`config.mk`:
```
export PLATFORM = sky130hd
export DESIGN_NAME = bsr_stream_unpacker_flat
export DESIGN_NICKNAME = d
export VERILOG_FILES = /design/src/rtl/bsr_stream_unpacker_if.sv /design/src/rtl/bsr_stream_unpacker.sv /design/src/flat_wrapper.sv
export SDC_FILE = /design/constraint.sdc
export NUM_CORES = 1
export LEC_CHECK = 0
export ABC_AREA = 1
export CORE_MARGIN = 2
export CORE_UTILIZATION = 45
export CTS_BUF_LIST = sky130_fd_sc_hd__clkbuf_4 sky130_fd_sc_hd__clkbuf_8
export DETAILED_ROUTE_END_ITERATION = 7
export HOLD_SLACK_MARGIN = 0.06
export PLACE_DENSITY = 0.71
export SKIP_CTS_REPAIR_TIMING = 1
export SYNTH_ARGS = -nofsm -noshare
export SYNTH_HDL_FRONTEND = slang
export SYNTH_SLANG_ARGS = --single-unit
export TNS_END_PERCENT = 10
```
`constraint.sdc`:
```
create_clock -name clk -period 3 [get_ports clk]
set_input_delay 0.45 -clock clk [delete_from_list [all_inputs] [get_ports clk]]
set_output_delay 0.45 -clock clk [all_outputs]
set_load 0.01 [all_outputs]
```
`src/rtl/bsr_stream_unpacker_if.sv`:
```
// Bus bundle between the BSR stream unpacker and its surroundings: the
// first-word-fall-through DMA FIFO read side and the three on-chip buffer
// write ports (row_ptr, col_idx, block payload).
//   master: the unpacker (pops the FIFO, drives buffer writes)
//   slave : the FIFO and buffer side
interface bsr_stream_unpacker_if #(
    parameter int unsigned ROW_AW = 9,
    parameter int unsigned COL_AW = 12,
    parameter int unsigned BLK_AW = 16
) ();
    logic [31:0]       fifo_rdata;
    logic              fifo_empty;
    logic              fifo_ren;
    logic              rowptr_we;
    logic [ROW_AW-1:0] rowptr_addr;
    logic [31:0]       rowptr_wdata;
    logic              colidx_we;
    logic [COL_AW-1:0] colidx_addr;
    logic [15:0]       colidx_wdata;
    logic              blk_we;
    logic [BLK_AW-1:0] blk_addr;
    logic [31:0]       blk_wdata;

    modport master (
        input  fifo_rdata, fifo_empty,
        output fifo_ren,
        output rowptr_we, rowptr_addr, rowptr_wdata,
        output colidx_we, colidx_addr, colidx_wdata,
        output blk_we, blk_addr, blk_wdata
    );

    modport slave (
        output fifo_rdata, fifo_empty,
        input  fifo_ren,
        input  rowptr_we, rowptr_addr, rowptr_wdata,
        input  colidx_we, colidx_addr, colidx_wdata,
        input  blk_we, blk_addr, blk_wdata
    );
endinterface

```
`src/rtl/bsr_stream_unpacker.sv`:
```
// Drains the 32-bit DMA word FIFO and parses a block-sparse-row stream
// (two header words, row_ptr, packed col_idx pairs, block payload) into the
// on-chip buffers read by the systolic array.
// Ports:
//   clk, rst (synchronous, active high), start (1-cycle arm pulse)
//   bus      : FIFO read side + row_ptr/col_idx/block write ports (master)
//   num_rows, num_blocks : latched header fields
//   busy, done, error, err_code : status toward the CSR block
// Optional feature: define BSR_UNPACK_CHECK_EN to validate each row_ptr word
// before it is written (err_code 3 on failure).
module bsr_stream_unpacker #(
    parameter int unsigned MAX_ROWS    = 256,
    parameter int unsigned MAX_BLOCKS  = 4096,
    parameter int unsigned BLOCK_WORDS = 16,
    parameter int unsigned ROW_AW      = 9,
    parameter int unsigned COL_AW      = 12,
    parameter int unsigned BLK_AW      = 16
) (
    input  logic                 clk,
    input  logic                 rst,
    input  logic                 start,
    bsr_stream_unpacker_if.master bus,
    output logic [15:0]          num_rows,
    output logic [15:0]          num_blocks,
    output logic                 busy,
    output logic                 done,
    output logic                 error,
    output logic [1:0]           err_code
);
    localparam logic [7:0] MAGIC = 8'hB5;

    typedef enum logic [3:0] {
        IDLE, HDR0, HDR1, ROWPTR, COLIDX, COL_HI, BLOCKS, DONE, ERR
    } state_t;

    state_t state, state_d;

    logic [ROW_AW-1:0] row_idx, row_idx_d;
    logic [COL_AW-1:0] col_idx, col_idx_d;
    logic [BLK_AW-1:0] blk_idx, blk_idx_d;
    logic [15:0]       col_hi, col_hi_d;

    logic              rowptr_we, rowptr_we_d;
    logic [ROW_AW-1:0] rowptr_addr, rowptr_addr_d;
    logic [31:0]       rowptr_wdata, rowptr_wdata_d;
    logic              colidx_we, colidx_we_d;
    logic [COL_AW-1:0] colidx_addr, colidx_addr_d;
    logic [15:0]       colidx_wdata, colidx_wdata_d;
    logic              blk_we, blk_we_d;
    logic [BLK_AW-1:0] blk_addr, blk_addr_d;
    logic [31:0]       blk_wdata, blk_wdata_d;

    logic [15:0] num_rows_d, num_blocks_d;
    logic        busy_d, done_d, error_d;
    logic [1:0]  err_code_d;

    logic        pop_c;
    logic        rp_bad_c;
    logic        row_last_c;
    logic        blk_last_c;
    logic [15:0] col_rem_c;
    logic [31:0] blk_total_m1_c;

    assign bus.fifo_ren     = pop_c;
    assign bus.rowptr_we    = rowptr_we;
    assign bus.rowptr_addr  = rowptr_addr;
    assign bus.rowptr_wdata = rowptr_wdata;
    assign bus.colidx_we    = colidx_we;
    assign bus.colidx_addr  = colidx_addr;
    assign bus.colidx_wdata = colidx_wdata;
    assign bus.blk_we       = blk_we;
    assign bus.blk_addr     = blk_addr;
    assign bus.blk_wdata    = blk_wdata;

    // Progress markers for the variable-length sections.
    assign row_last_c     = (16'(row_idx) == num_rows);
    assign col_rem_c      = num_blocks - 16'(col_idx);
    assign blk_total_m1_c = 32'(num_blocks) * 32'(BLOCK_WORDS) - 32'd1;
    assign blk_last_c     = (32'(blk_idx) == blk_total_m1_c);

`ifdef BSR_UNPACK_CHECK_EN
    logic [31:0] rp_prev;

    // Previous accepted row_ptr value for the monotonicity check.
    always_ff @(posedge clk) begin
        if (rst) begin
            rp_prev <= '0;
        end else if (pop_c && state == ROWPTR) begin
            rp_prev <= bus.fifo_rdata;
        end
    end

    assign rp_bad_c = ((row_idx == '0) && (bus.fifo_rdata != 32'd0))
                   || ((row_idx != '0) && (bus.fifo_rdata < rp_prev))
                   || (row_last_c && (bus.fifo_rdata != 32'(num_blocks)));
`else
    assign rp_bad_c = 1'b0;
`endif

    // State and registered outputs.
    always_ff @(posedge clk) begin
        if (rst) begin
            state        <= IDLE;
            row_idx      <= '0;
            col_idx      <= '0;
            blk_idx      <= '0;
            col_hi       <= '0;
            rowptr_we    <= 1'b0;
            rowptr_addr  <= '0;
            rowptr_wdata <= '0;
            colidx_we    <= 1'b0;
            colidx_addr  <= '0;
            colidx_wdata <= '0;
            blk_we       <= 1'b0;
            blk_addr     <= '0;
            blk_wdata    <= '0;
            num_rows     <= '0;
            num_blocks   <= '0;
            busy         <= 1'b0;
            done         <= 1'b0;
            error        <= 1'b0;
            err_code     <= '0;
        end else begin
            state        <= state_d;
            row_idx      <= row_idx_d;
            col_idx      <= col_idx_d;
            blk_idx      <= blk_idx_d;
            col_hi       <= col_hi_d;
            rowptr_we    <= rowptr_we_d;
            rowptr_addr  <= rowptr_addr_d;
            rowptr_wdata <= rowptr_wdata_d;
            colidx_we    <= colidx_we_d;
            colidx_addr  <= colidx_addr_d;
            colidx_wdata <= colidx_wdata_d;
            blk_we       <= blk_we_d;
            blk_addr     <= blk_addr_d;
            blk_wdata    <= blk_wdata_d;
            num_rows     <= num_rows_d;
            num_blocks   <= num_blocks_d;
            busy         <= busy_d;
            done         <= done_d;
            error        <= error_d;
            err_code     <= err_code_d;
        end
    end

    // Next-state, pop and buffer-write decode.
    always_comb begin
        state_d        = state;
        pop_c          = 1'b0;
        row_idx_d      = row_idx;
        col_idx_d      = col_idx;
        blk_idx_d      = blk_idx;
        col_hi_d       = col_hi;
        rowptr_we_d    = 1'b0;
        rowptr_addr_d  = rowptr_addr;
        rowptr_wdata_d = rowptr_wdata;
        colidx_we_d    = 1'b0;
        colidx_addr_d  = colidx_addr;
        colidx_wdata_d = colidx_wdata;
        blk_we_d       = 1'b0;
        blk_addr_d     = blk_addr;
        blk_wdata_d    = blk_wdata;
        num_rows_d     = num_rows;
        num_blocks_d   = num_blocks;
        done_d         = done;
        error_d        = error;
        err_code_d     = err_code;

        unique case (state)
            IDLE, DONE, ERR: begin
                if (start) begin
                    state_d    = HDR0;
                    row_idx_d  = '0;
                    col_idx_d  = '0;
                    blk_idx_d  = '0;
                    done_d     = 1'b0;
                    error_d    = 1'b0;
                    err_code_d = 2'd0;
                end
            end
            HDR0: begin
                if (!bus.fifo_empty) begin
                    pop_c      = 1'b1;
                    num_rows_d = bus.fifo_rdata[15:0];
                    if (bus.fifo_rdata[31:24] != MAGIC) begin
                        state_d    = ERR;
                        error_d    = 1'b1;
                        err_code_d = 2'd0;
                    end else begin
                        state_d = HDR1;
                    end
                end
            end
            HDR1: begin
                if (!bus.fifo_empty) begin
                    pop_c        = 1'b1;
                    num_blocks_d = bus.fifo_rdata[15:0];
                    if (num_rows == 16'd0 || num_rows > 16'(MAX_ROWS)) begin
                        state_d    = ERR;
                        error_d    = 1'b1;
                        err_code_d = 2'd1;
                    end else if (bus.fifo_rdata[15:0] > 16'(MAX_BLOCKS)) begin
                        state_d    = ERR;
                        error_d    = 1'b1;
                        err_code_d = 2'd2;
                    end else begin
                        state_d = ROWPTR;
                    end
                end
            end
            ROWPTR: begin
                if (!bus.fifo_empty) begin
                    pop_c = 1'b1;
                    if (rp_bad_c) begin
                        state_d    = ERR;
                        error_d    = 1'b1;
                        err_code_d = 2'd3;
                    end else begin
                        rowptr_we_d    = 1'b1;
                        rowptr_addr_d  = row_idx;
                        rowptr_wdata_d = bus.fifo_rdata;
                        row_idx_d      = row_idx + 1'b1;
                        if (row_last_c) begin
                            if (num_blocks == 16'd0) begin
                                state_d = DONE;
                                done_d  = 1'b1;
                            end else begin
                                state_d = COLIDX;
                            end
                        end
                    end
                end
            end
            COLIDX: begin
                // Low half written now; the high half is held for the
                // following cycle unless this word is an odd tail.
                if (!bus.fifo_empty) begin
                    pop_c          = 1'b1;
                    colidx_we_d    = 1'b1;
                    colidx_addr_d  = col_idx;
                    colidx_wdata_d = bus.fifo_rdata[15:0];
                    col_hi_d       = bus.fifo_rdata[31:16];
                    col_idx_d      = col_idx + 1'b1;
                    state_d        = (col_rem_c == 16'd1) ? BLOCKS : COL_HI;
                end
            end
            COL_HI: begin
                colidx_we_d    = 1'b1;
                colidx_addr_d  = col_idx;
                colidx_wdata_d = col_hi;
                col_idx_d      = col_idx + 1'b1;
                state_d        = (col_rem_c == 16'd1) ? BLOCKS : COLIDX;
            end
            BLOCKS: begin
                if (!bus.fifo_empty) begin
                    pop_c       = 1'b1;
                    blk_we_d    = 1'b1;
                    blk_addr_d  = blk_idx;
                    blk_wdata_d = bus.fifo_rdata;
                    blk_idx_d   = blk_idx + 1'b1;
                    if (blk_last_c) begin
                        state_d = DONE;
                        done_d  = 1'b1;
                    end
                end
            end
            default: state_d = IDLE;
        endcase

        busy_d = !(state_d == IDLE || state_d == DONE || state_d == ERR);
    end
endmodule

```
`src/flat_wrapper.sv`:
```
// flat-port wrapper written by rule: the top's interface ports become plain ports
module bsr_stream_unpacker_flat 
#(
    parameter int unsigned MAX_ROWS    = 256,
    parameter int unsigned MAX_BLOCKS  = 4096,
    parameter int unsigned BLOCK_WORDS = 16,
    parameter int unsigned ROW_AW      = 9,
    parameter int unsigned COL_AW      = 12,
    parameter int unsigned BLK_AW      = 16
)
  (clk, rst, start, num_rows, num_blocks, busy, done, error, err_code, bus_fifo_rdata, bus_fifo_empty, bus_fifo_ren, bus_rowptr_we, bus_rowptr_addr, bus_rowptr_wdata, bus_colidx_we, bus_colidx_addr, bus_colidx_wdata, bus_blk_we, bus_blk_addr, bus_blk_wdata);
  bsr_stream_unpacker_if #(.ROW_AW(ROW_AW), .COL_AW(COL_AW), .BLK_AW(BLK_AW)) bus_i ();
  input  logic clk;
  input  logic rst;
  input  logic start;
  output logic [15:0] num_rows;
  output logic [15:0] num_blocks;
  output logic busy;
  output logic done;
  output logic error;
  output logic [1:0] err_code;
  input wire logic [$bits(bus_i.fifo_rdata)-1:0] bus_fifo_rdata;
  input wire logic [$bits(bus_i.fifo_empty)-1:0] bus_fifo_empty;
  output wire logic [$bits(bus_i.fifo_ren)-1:0] bus_fifo_ren;
  output wire logic [$bits(bus_i.rowptr_we)-1:0] bus_rowptr_we;
  output wire logic [$bits(bus_i.rowptr_addr)-1:0] bus_rowptr_addr;
  output wire logic [$bits(bus_i.rowptr_wdata)-1:0] bus_rowptr_wdata;
  output wire logic [$bits(bus_i.colidx_we)-1:0] bus_colidx_we;
  output wire logic [$bits(bus_i.colidx_addr)-1:0] bus_colidx_addr;
  output wire logic [$bits(bus_i.colidx_wdata)-1:0] bus_colidx_wdata;
  output wire logic [$bits(bus_i.blk_we)-1:0] bus_blk_we;
  output wire logic [$bits(bus_i.blk_addr)-1:0] bus_blk_addr;
  output wire logic [$bits(bus_i.blk_wdata)-1:0] bus_blk_wdata;
  assign bus_i.fifo_rdata = bus_fifo_rdata;
  assign bus_i.fifo_empty = bus_fifo_empty;
  assign bus_fifo_ren = bus_i.fifo_ren;
  assign bus_rowptr_we = bus_i.rowptr_we;
  assign bus_rowptr_addr = bus_i.rowptr_addr;
  assign bus_rowptr_wdata = bus_i.rowptr_wdata;
  assign bus_colidx_we = bus_i.colidx_we;
  assign bus_colidx_addr = bus_i.colidx_addr;
  assign bus_colidx_wdata = bus_i.colidx_wdata;
  assign bus_blk_we = bus_i.blk_we;
  assign bus_blk_addr = bus_i.blk_addr;
  assign bus_blk_wdata = bus_i.blk_wdata;
  bsr_stream_unpacker #(.MAX_ROWS(MAX_ROWS), .MAX_BLOCKS(MAX_BLOCKS), .BLOCK_WORDS(BLOCK_WORDS), .ROW_AW(ROW_AW), .COL_AW(COL_AW), .BLK_AW(BLK_AW)) u_core (.clk(clk), .rst(rst), .start(start), .bus(bus_i), .num_rows(num_rows), .num_blocks(num_blocks), .busy(busy), .done(done), .error(error), .err_code(err_code));
endmodule
```
==> run_results.csv <==
group,metric,value,unit
route,avgViaCountPerCell,5.31,
hold_path,holdCritPathClass,"reg2reg",
critical_path,worstPathRequired,2.55,ns
final_layout,multi_input_area,4800,sq um
pwr,vdd_ir_drop_max,0.292,mV
logic_synthesis,syn_inst,1415,
cts,cts_inserted_buffers,38,
cts,cts-htree-levels,2,
floorplanning,die_w,152,um
critical_path,r2r-start,"u_core.num_blocks[0]",
cts,clk_latency,0.53,ns
logic_synthesis,synth_flop_cell,"dfxtp_1",
placed_design,placed_area,12200,sq um
global_route,gr-usage-met1,36.3,%
critical_path,worstPathMaxFanout,4,
route,first_iter_violations,1018,
global_route,globalRoute.totalOverflow,0,
floorplanning,die_h,152,um
cts,cts_root_buf,"clkbuf_8",
global_route,grt_use_met3,7.70,%
sta,fmax,350,MHz
pwr,p_leak,0.00549,uW
global_route,grt_antenna_before_repair,0,
floorplanning,coreArea,21700,sq um
logic_synthesis,synth-async-reset-ratio,0,%
sta,layout_worst_path_cycle_share,95.3,%
cts,cts.sinks,214,
logic_synthesis,syn_area,9860,sq um
route,drc,0,
critical_path,worst_path_largest_cell_delay,0.58,ns
route,drtPass1Iterations,6,
sta,tightest_slew,0.779,ns
final_layout,fillCellCount,1980,
logic_synthesis,syn_avg_cell_area,6.97,sq um
final_layout,drive_gt1_share,8.41,%
critical_path,cp_top_family,"buffers and inverters",
pwr,p_per_area,529,nW/um^2
global_route,grtUsageTotal,27.4,%
floorplanning,rows,54,
global_route,grt_max_degree,109,
placed_design,io_buffers,193,
critical_path,crit_chain,"nand2_1 -> inv_1 -> nand2_1 -> inv_1 -> nor2_1 -> a31oi_1 -> clkdlybuf4s50_1",
critical_path,critPathBufInv,3,
sta,slew_headroom,48.0,%
final_layout,area_delta_synth_final,32.3,%
route,wire_per_inst,17.1,um
floorplanning,dieArea,23100,sq um
global_route,grt_pass1_wl,51200,um
logic_synthesis,ys_types,44,
route,vias,10300,
hold_path,hold_start,"u_core.col_idx[11]",
critical_path,critPathLaunch,"u_core.state[0]",
status,outcome,"completed",
logic_synthesis,yosysWarningCount,0,
final_layout,final_cell_area,13100,sq um
placed_design,place.gp.congestion,0.961,
critical_path,worstPathArrival,2.41,ns
global_route,grt_pass1_vias,9396,
run,maxCapViolCount,0,
sta,rsz0062_at_grt,"false",
critical_path,path_class,"reg2out",
sta,period_minus_slack,2.86,ns
critical_path,critical_path.endpoint_type,"primary output",
global_route,gr-max-usage-layer,"met2",
final_layout,final_nets,1681,
floorplanning,top_level_ports,194,
sta,setup_tns,0,ns
critical_path,crit_path_start_kind,"flop",
cts,cts_tree,"built",
route,final_antenna_net_count,0,
sta,finClkSkew,0.0216,ns
final_layout,ff_latch_area,4290,sq um
cts,clockBufferDepth,3,
logic_synthesis,ys_seq_area_share,43.4,%
sta,maxSlewViolCount,0,
cts,cts.reportedPaths.clkPinSlew,0.06,ns
placed_design,hpwl,23800,um
floorplanning,start_util,45.5,%
sta,finalHoldViolCount,0,
logic_synthesis,syn_nets,1468,
final_layout,diodes,0,
critical_path,crit_slowest_cell,"clkdlybuf4s50_1",
final_layout,layout_commonest_cell,"nor2_1",
logic_synthesis,synth_edf_count,0,
final_layout,final_cell_mix,"nor2_1 (274), nand2_1 (218), dfxtp_1 (213), clkdlybuf4s50_1 (193), o21ai_0 (178)",
logic_synthesis,ys_ff_latch,214,
global_route,grt_util_met2,43.2,%
route,routed_wl,33000,um
sta,finalSetupViolations,0,
[synth_stat cells (2+ instances only)]
library cell	count	share of area, %
nand4_1	15	0.95
xor2_1	8	0.71
o211ai_1	3	0.23
nor2_1	275	10
o21ai_0	178	9.0
nor2_2	5	0.32
nor3_1	19	0.96
nor2_4	4	0.46
nor4_1	5	0.32
a31oi_1	23	1.5
inv_2	9	0.34
nand3b_1	3	0.23
inv_1	131	5.0
nor2_8	2	0.41
clkinv_1	2	0.076
ha_1	16	2.0
xnor2_1	6	0.53
nand3_1	86	4.4
buf_2	9	0.46
a221oi_1	7	0.62
buf_1	2	0.076
nor4b_1	2	0.18
nand2_1	218	8.3
nand2_2	4	0.25
dfxtp_1	214	43
nor3_2	2	0.20
clkbuf_1	48	1.8
a21oi_1	103	5.2
[layer usage]
layer / routed length (um) / share of wire (%)
met3: 3110 / 9.4
met1: 14100 / 43
met2: 14800 / 45
met4: 967 / 2.9
met5: 0 / 0
[per-stage QoR]
| stage | worst slack [ns] | cells | utilization, % | hold WS [ns] | power, uW |
|---|---|---|---|---|---|
| final | 0.142 | 1932 | 60.2 | 0.463 | 6910 |
| after global routing | 0.00778 | 1932 | 60.2 | 0.483 | 7210 |
| after CTS | 0.0427 | 1932 | 60.2 | 0.464 | 6930 |
| after detailed placement | 0.308 | 1868 | 56.4 | 0.453 | 4040 |
| after global placement | 0.370 | 1868 | 56.4 | 0.452 | 4030 |
| after floorplan | 0.530 | 1415 | - | 0.443 | 3630 |
[tightest hold or removal path, stage by stage (launching register included)]
cell and delay [ns]:
dfxtp_1 0.31, nand2_1 0.06, a21oi_1 0.05
[area by class of cell]
| cell class | count | area share (%) |
|---|---|---|
| inverters | 143 | 4.14 |
| multi-input cells | 997 | 36.8 |
| well taps | 280 | 2.68 |
| clock inverters | 5 | 0.613 |
| clock buffers | 59 | 5.60 |
| flip-flops and latches | 214 | 32.8 |
| repair buffers | 234 | 17.3 |
[worst paths after layout]
kind | endpoint | slack [ns] | cells after the start
worst min-delay path | u_core.col_idx[11] | 0.46 | 2
worst min register to register | u_core.col_idx[11] | 0.46 | 2
worst max register to register | u_core.busy | 0.30 | 17
worst max-delay path | bus_fifo_ren | 0.14 | 7
[report_power, final]
part           internal (uW)  switching, uW  total (uW)
Sequential              2900           58.6        2960
Combinational            398            637        1030
Clock                   1710           1200        2910
[sequential cells by signal, indices dropped and copies added (netlist names), 4 cells and up]
register	flops
u_core.state	4
u_core.bus.colidx_wdata	16
u_core.bus.blk_addr	16
u_core.col_idx	12
u_core.bus.rowptr_addr	9
u_core.row_idx	9
u_core.col_hi	16
u_core.bus.rowptr_wdata	32
u_core.num_blocks	16
u_core.bus.colidx_addr	12
u_core.blk_idx	16
u_core.bus.blk_wdata	32
u_core.num_rows	16
[logic make-up after synthesis]
| family | Yosys count | synth area share, % |
|---|---|---|
| compound gates | 320 | 17.1 |
| xor+xnor | 14 | 1.24 |
| fa+ha+maj | 17 | 2.23 |
| buf+inv | 204 | 8.02 |
| flops | 214 | 43.4 |
| simple gates | 646 | 28.0 |
No activity file was read; power rests on OpenSTA's default activity.
==> RTL edit 1, RTL diff (config.mk and constraints unchanged) <==
`BLK_AW` is set to 16 in 3 places; all go to 15.
--- a/src/rtl/bsr_stream_unpacker_if.sv
+++ b/src/rtl/bsr_stream_unpacker_if.sv
@@ -6,7 +6,7 @@
 interface bsr_stream_unpacker_if #(
     parameter int unsigned ROW_AW = 9,
     parameter int unsigned COL_AW = 12,
-    parameter int unsigned BLK_AW = 16
+    parameter int unsigned BLK_AW = 15
 ) ();
     logic [31:0]       fifo_rdata;
     logic              fifo_empty;
--- a/src/rtl/bsr_stream_unpacker.sv
+++ b/src/rtl/bsr_stream_unpacker.sv
@@ -14,7 +14,7 @@
     parameter int unsigned BLOCK_WORDS = 16,
     parameter int unsigned ROW_AW      = 9,
     parameter int unsigned COL_AW      = 12,
-    parameter int unsigned BLK_AW      = 16
+    parameter int unsigned BLK_AW      = 15
 ) (
     input  logic                 clk,
     input  logic                 rst,
--- a/src/flat_wrapper.sv
+++ b/src/flat_wrapper.sv
@@ -6,7 +6,7 @@
     parameter int unsigned BLOCK_WORDS = 16,
     parameter int unsigned ROW_AW      = 9,
     parameter int unsigned COL_AW      = 12,
-    parameter int unsigned BLK_AW      = 16
+    parameter int unsigned BLK_AW      = 15
 )
   (clk, rst, start, num_rows, num_blocks, busy, done, error, err_code, bus_fifo_rdata, bus_fifo_empty, bus_fifo_ren, bus_rowptr_we, bus_rowptr_addr, bus_rowptr_wdata, bus_colidx_we, bus_colidx_addr, bus_colidx_wdata, bus_blk_we, bus_blk_addr, bus_blk_wdata);
   bsr_stream_unpacker_if #(.ROW_AW(ROW_AW), .COL_AW(COL_AW), .BLK_AW(BLK_AW)) bus_i ();
Ports: changed (resized bus_blk_addr); port bits go from 194 to 193. The function was not compared with the original's and may differ.
==> RTL edit 1 against the original RTL <==
Worst setup slack lost 0.024 ns. Total power shrank 2.6%. Final area shrank 2.0%. Clock skew grew 0.0044 ns. Sequential cell count shrank 2. Register-to-register slack gained 0.09 ns. Synthesized area shrank 1.5%. Final cell count shrank 1.7%. Routed wire length shrank 0.91%. First-iteration DRC count shrank 34%. Largest power group unchanged.
==> RTL edit 1: results (changes against the original RTL) <==
Worst setup path
The slack of the worst reg-to-reg path is 0.39 ns (was 0.30 ns). The largest driver fanout on the critical path is 7 (was 4). The signal arrival time at the worst endpoint was 2.43 ns (was 2.41 ns). The depth of the worst register-to-register path is 19 (was 17).

Synthesis
The synthesized-area fraction occupied by xor and xnor cells is 1.08% (was 1.24%). Top cells by area in the synthesized netlist: dfxtp_1 (44%), nor2_1 (10%), o21ai_0 (9.0%), nand2_1 (8.5%), a21oi_1 (6.1%) (was dfxtp_1 (43%), nor2_1 (10%), o21ai_0 (9.0%), nand2_1 (8.3%), a21oi_1 (5.2%)). Commonest cells in the netlist: nor2_1 (270), nand2_1 (219), dfxtp_1 (212) (was nor2_1 (275), nand2_1 (218), dfxtp_1 (214)).

The total nets after synthesis is 1,451 (was 1,468). The fraction of the mapped netlist area in adder cells is 2.27% (was 2.23%). The sequential cell area fraction in the yosys report is 43.7% (was 43.4%). The post-synthesis compound-gate area fraction is 17.8% (was 17.1%). The number of library cell types mapped by synthesis is 45 (was 44).

Global route
The met2 track demand over resource in global routing is 42.9% (was 43.2%). The largest net degree at the start of global routing is 71 (was 109). The initial antenna violation count came to 3 (was 0). The met3 usage in global routing was 8.28% (was 7.70%).

Placed design
The number of port buffers came to 192 (was 193). The setup slack after placement was 0.425 ns (was 0.308 ns). The last weighted congestion value of the routability-driven placer is 0.953 (was 0.961). The HPWL after detailed placement came to 23,500 um (was 23,800 um). The area after detailed placement is 0.0120 mm^2 (was 0.0122 mm^2).

Routing
The number of vias per cell came to 5.31 (about the same). The routed wirelength normalized by instance count is 17.2 um (was 17.1 um). The number of DRC markers after the initial detailed-route iteration is 672 (was 1,018).

Status
Outcome: complete, no violations (unchanged).

Pwr
The static power due to leakage is 0.00537 uW (was 0.00549 uW). The peak supply drop was 0.367 mV (was 0.292 mV).

Clocking
The number of buffers added by the clock tree synthesis step is 36 (was 38).

Timing
The minimum setup slack in the final design is 0.119 ns (was 0.142 ns). The worst-margin pin slew is 0.910 ns (was 0.779 ns). The final clock skew is 0.0259 ns (was 0.0216 ns).

Finish
The share of cells above drive strength 1 is 7.33% (was 8.41%). The net total in the final layout is 1,656 (was 1,681).
RTL edit 1: cell count changes in the layout (fill, tap and decap cells not counted), sizes merged, moves of 4 or more:
cell and delta:
a211oi +13, a21oi +16, a221oi -4, a31oi -16, buf -9, inv +11, nand3 -21, nand4 +5
nor2 -9
RTL edit 1: worst max-delay path, stage by stage, from the launching register on:
cell             delay, ns
dfxtp_1               0.40
nand2_2               0.10
inv_1                 0.23
nand2_1               0.20
inv_1                 0.12
nor2_1                0.07
a31oi_1               0.18
clkdlybuf4s50_1       0.57
RTL edit 1: layout make-up:
cell class | instances | area, um^2 | share of cell area [%]
Multi-Input combinational cell | 975 | 4680 | 36.6
Sequential cell | 212 | 4250 | 33.2
Timing Repair Buffer | 224 | 2170 | 17.0
Clock buffer | 56 | 702 | 5.49
Inverter | 154 | 586 | 4.58
Tap cell | 275 | 344 | 2.69
Clock inverter | 3 | 55.1 | 0.430
Antenna cell | 1 | 2.50 | 0.0196
RTL edit 1: stage by stage:
stage | total power (uW) | std cells | hold slack (ns) | utilization (%)
6_report | 6730 | 1900 | 0.452 | 60.7
5_1_grt | 7000 | 1900 | 0.472 | 60.7
4_1_cts | 6740 | 1899 | 0.454 | 60.6
3_5_place_dp | 4000 | 1840 | 0.443 | 57.0
3_3_place_gp | 3990 | 1840 | 0.438 | 57.0
2_1_floorplan | 3590 | 1398 | 0.430 | -
RTL edit 1: where the power goes:
part           internal, uW  switching, uW  total, uW
Combinational           386            639       1020
Sequential             2870           54.2       2930
Clock                  1570           1200       2770
Total                  4830           1890       6730
RTL edit 1: final timing paths:
path | startpoint | end
setup / recovery | u_core.state[2] | bus_fifo_ren
setup reg to reg | u_core.num_blocks[0] | u_core.busy
hold reg to reg | u_core.col_hi[5] | u_core.col_hi[5]
hold / removal | u_core.col_hi[5] | u_core.col_hi[5]
RTL edit 1: cells by family (layout without fill, tap and decap cells):
| logic type | Yosys count | after routing |
|---|---|---|
| XOR/XNOR | 12 | 12 |
| adder cells (fa/ha/maj) | 17 | 17 |
| flip-flops | 212 | 212 |
| buffers and inverters | 211 | 437 |
| AND/OR/NAND/NOR | 619 | 619 |
| AO/OA/AOI/OAI | 327 | 327 |
| other | 0 | 1 |
RTL edit 1: metal layers:
layer	vias up	wire length [um]	part of all wire, %
li1	4995	-	-
met1	4584	14200	43
met2	422	14200	43
met3	82	3020	9.2
met4	2	1270	3.9
met5	-	16	0.049
==> RTL edit 2, RTL diff (same settings) <==
Without the edit above. Encoding of `state_t`: now one-hot (9 bits for 9 states).
--- a/src/rtl/bsr_stream_unpacker.sv
+++ b/src/rtl/bsr_stream_unpacker.sv
@@ -29,8 +29,8 @@
 );
     localparam logic [7:0] MAGIC = 8'hB5;
 
-    typedef enum logic [3:0] {
-        IDLE, HDR0, HDR1, ROWPTR, COLIDX, COL_HI, BLOCKS, DONE, ERR
+    typedef enum logic [8:0] {
+        IDLE = 9'b000000001, HDR0 = 9'b000000010, HDR1 = 9'b000000100, ROWPTR = 9'b000001000, COLIDX = 9'b000010000, COL_HI = 9'b000100000, BLOCKS = 9'b001000000, DONE = 9'b010000000, ERR = 9'b100000000
     } state_t;
 
     state_t state, state_d;
Function: same outputs for any inputs over 4 cycles, from zero or initial values and one cycle with rst high; so few cycles prove little.
==> RTL edit 2 against the original RTL <==
Worst setup slack gained 0.26 ns. Final area increased by 5.8%. Synthesized cell count up 10%. Final cell count grew 8.5%. Sequential cell count up 5. Synthesized area rose by 8.2%. Hold slack worse by 0.014 ns. First-iteration DRC count shrank 31%. Routed wire length is 8.7% higher. Total power increased by 1.2%. Highest routed layer is now met5.
==> RTL edit 2: results (changes against the original RTL) <==
Placed design
The HPWL after detailed placement is 25,400 um (was 23,800 um). The area after detailed placement is 0.0130 mm^2 (was 0.0122 mm^2). The last weighted congestion value of the routability-driven placer came to 0.898 (was 0.961).

Finish
The share of cell area taken by multi-input logic gates is 39.5% (was 36.8%). The number of multi-input logic gates was 1,118 (was 997). The number of fill cells was 2,264 (was 1,980). The buffering overhead is 15.8% (was 17.3%). The sequential fraction of total cell area is 31.7% (was 32.8%). The count of inverters other than clock inverters in the layout came to 150 (was 143). The clock-cell share of area is 5.93% (was 6.21%).

Routing
The number of DRC markers after the initial detailed-route iteration was 706 (was 1,018). The number of vias per cell is 5.31 (about the same). The routed wire length is 35,900 um (was 33,000 um).

Global route
The wire length of the first global-routing pass came to 56,500 um (was 51,200 um). The initial antenna violation count came to 1 (was 0). The met2 track demand over resource in global routing is 45.4% (was 43.2%). The met1 global-route usage came to 37.6% (was 36.3%).

Worst hold path
The origin of the worst min-delay path is u_core.done (was u_core.col_idx[11]). The end point of the worst hold path is u_core.done (was u_core.col_idx[11]).

Pwr
The power in sequential cells came to 3010 uW (was 2960 uW). The internal power summed over all cells was 4970 uW (was 5020 uW). The static power due to leakage was 0.00576 uW (was 0.00549 uW).

The share of power burned in the clock network is 41.9% (was 42.1%).

Worst setup path
The depth of the worst register-to-register path is 15 (was 17). The top cell family by delay on the critical path is simple AND/OR/NAND/NOR gates (was buffers and inverters). The slowest stage cell on the critical path is dfxtp_1 (was clkdlybuf4s50_1). The largest driver fanout on the critical path is 7 (was 4).

Synthesis
The number of library cell types mapped by synthesis was 45 (was 44). The total nets after synthesis is 1,612 (was 1,468). Commonest cells in the netlist: nand2_1 (299), nor2_1 (230), dfxtp_1 (219) (was nor2_1 (275), nand2_1 (218), dfxtp_1 (214)).

Die
The area of the core came to 0.0234 mm^2 (was 0.0217 mm^2).

Status
Outcome: complete, no violations (unchanged).

Timing
The share of the cycle needed by the critical path after routing came to 86.6% (was 95.3%).

Clocking
The source-to-sink clock delay at the later pin of the worst-skew pair is 0.55 ns (was 0.53 ns).
RTL edit 2: cell count changes after synthesis, sizes merged, moves of 19 or more:
| cell | unedited run | this run |
|---|---|---|
| nand2 | 223 | 307 |
| a21oi | 103 | 152 |
| nor2 | 286 | 240 |
| o21ai | 180 | 148 |
| nand3 | 87 | 114 |
| nand4 | 15 | 34 |
RTL edit 2: cells by family (layout without fill, tap and decap cells):
kind of cell | after synthesis | after routing | synth area share [%]
XOR/XNOR | 31 | 31 | 2.54
buffers and inverters | 222 | 441 | 7.98
flip-flops | 219 | 219 | 41.1
adder cells (fa/ha/maj) | 17 | 17 | 2.06
AND/OR/NAND/NOR | 744 | 744 | 30.7
AO/OA/AOI/OAI | 326 | 326 | 15.7
RTL edit 2: metal layers:
layer	vias up	routed length, um
li1	5515	-
met4	2	1090
met2	420	16000
met5	-	12
met3	74	3120
met1	5129	15600
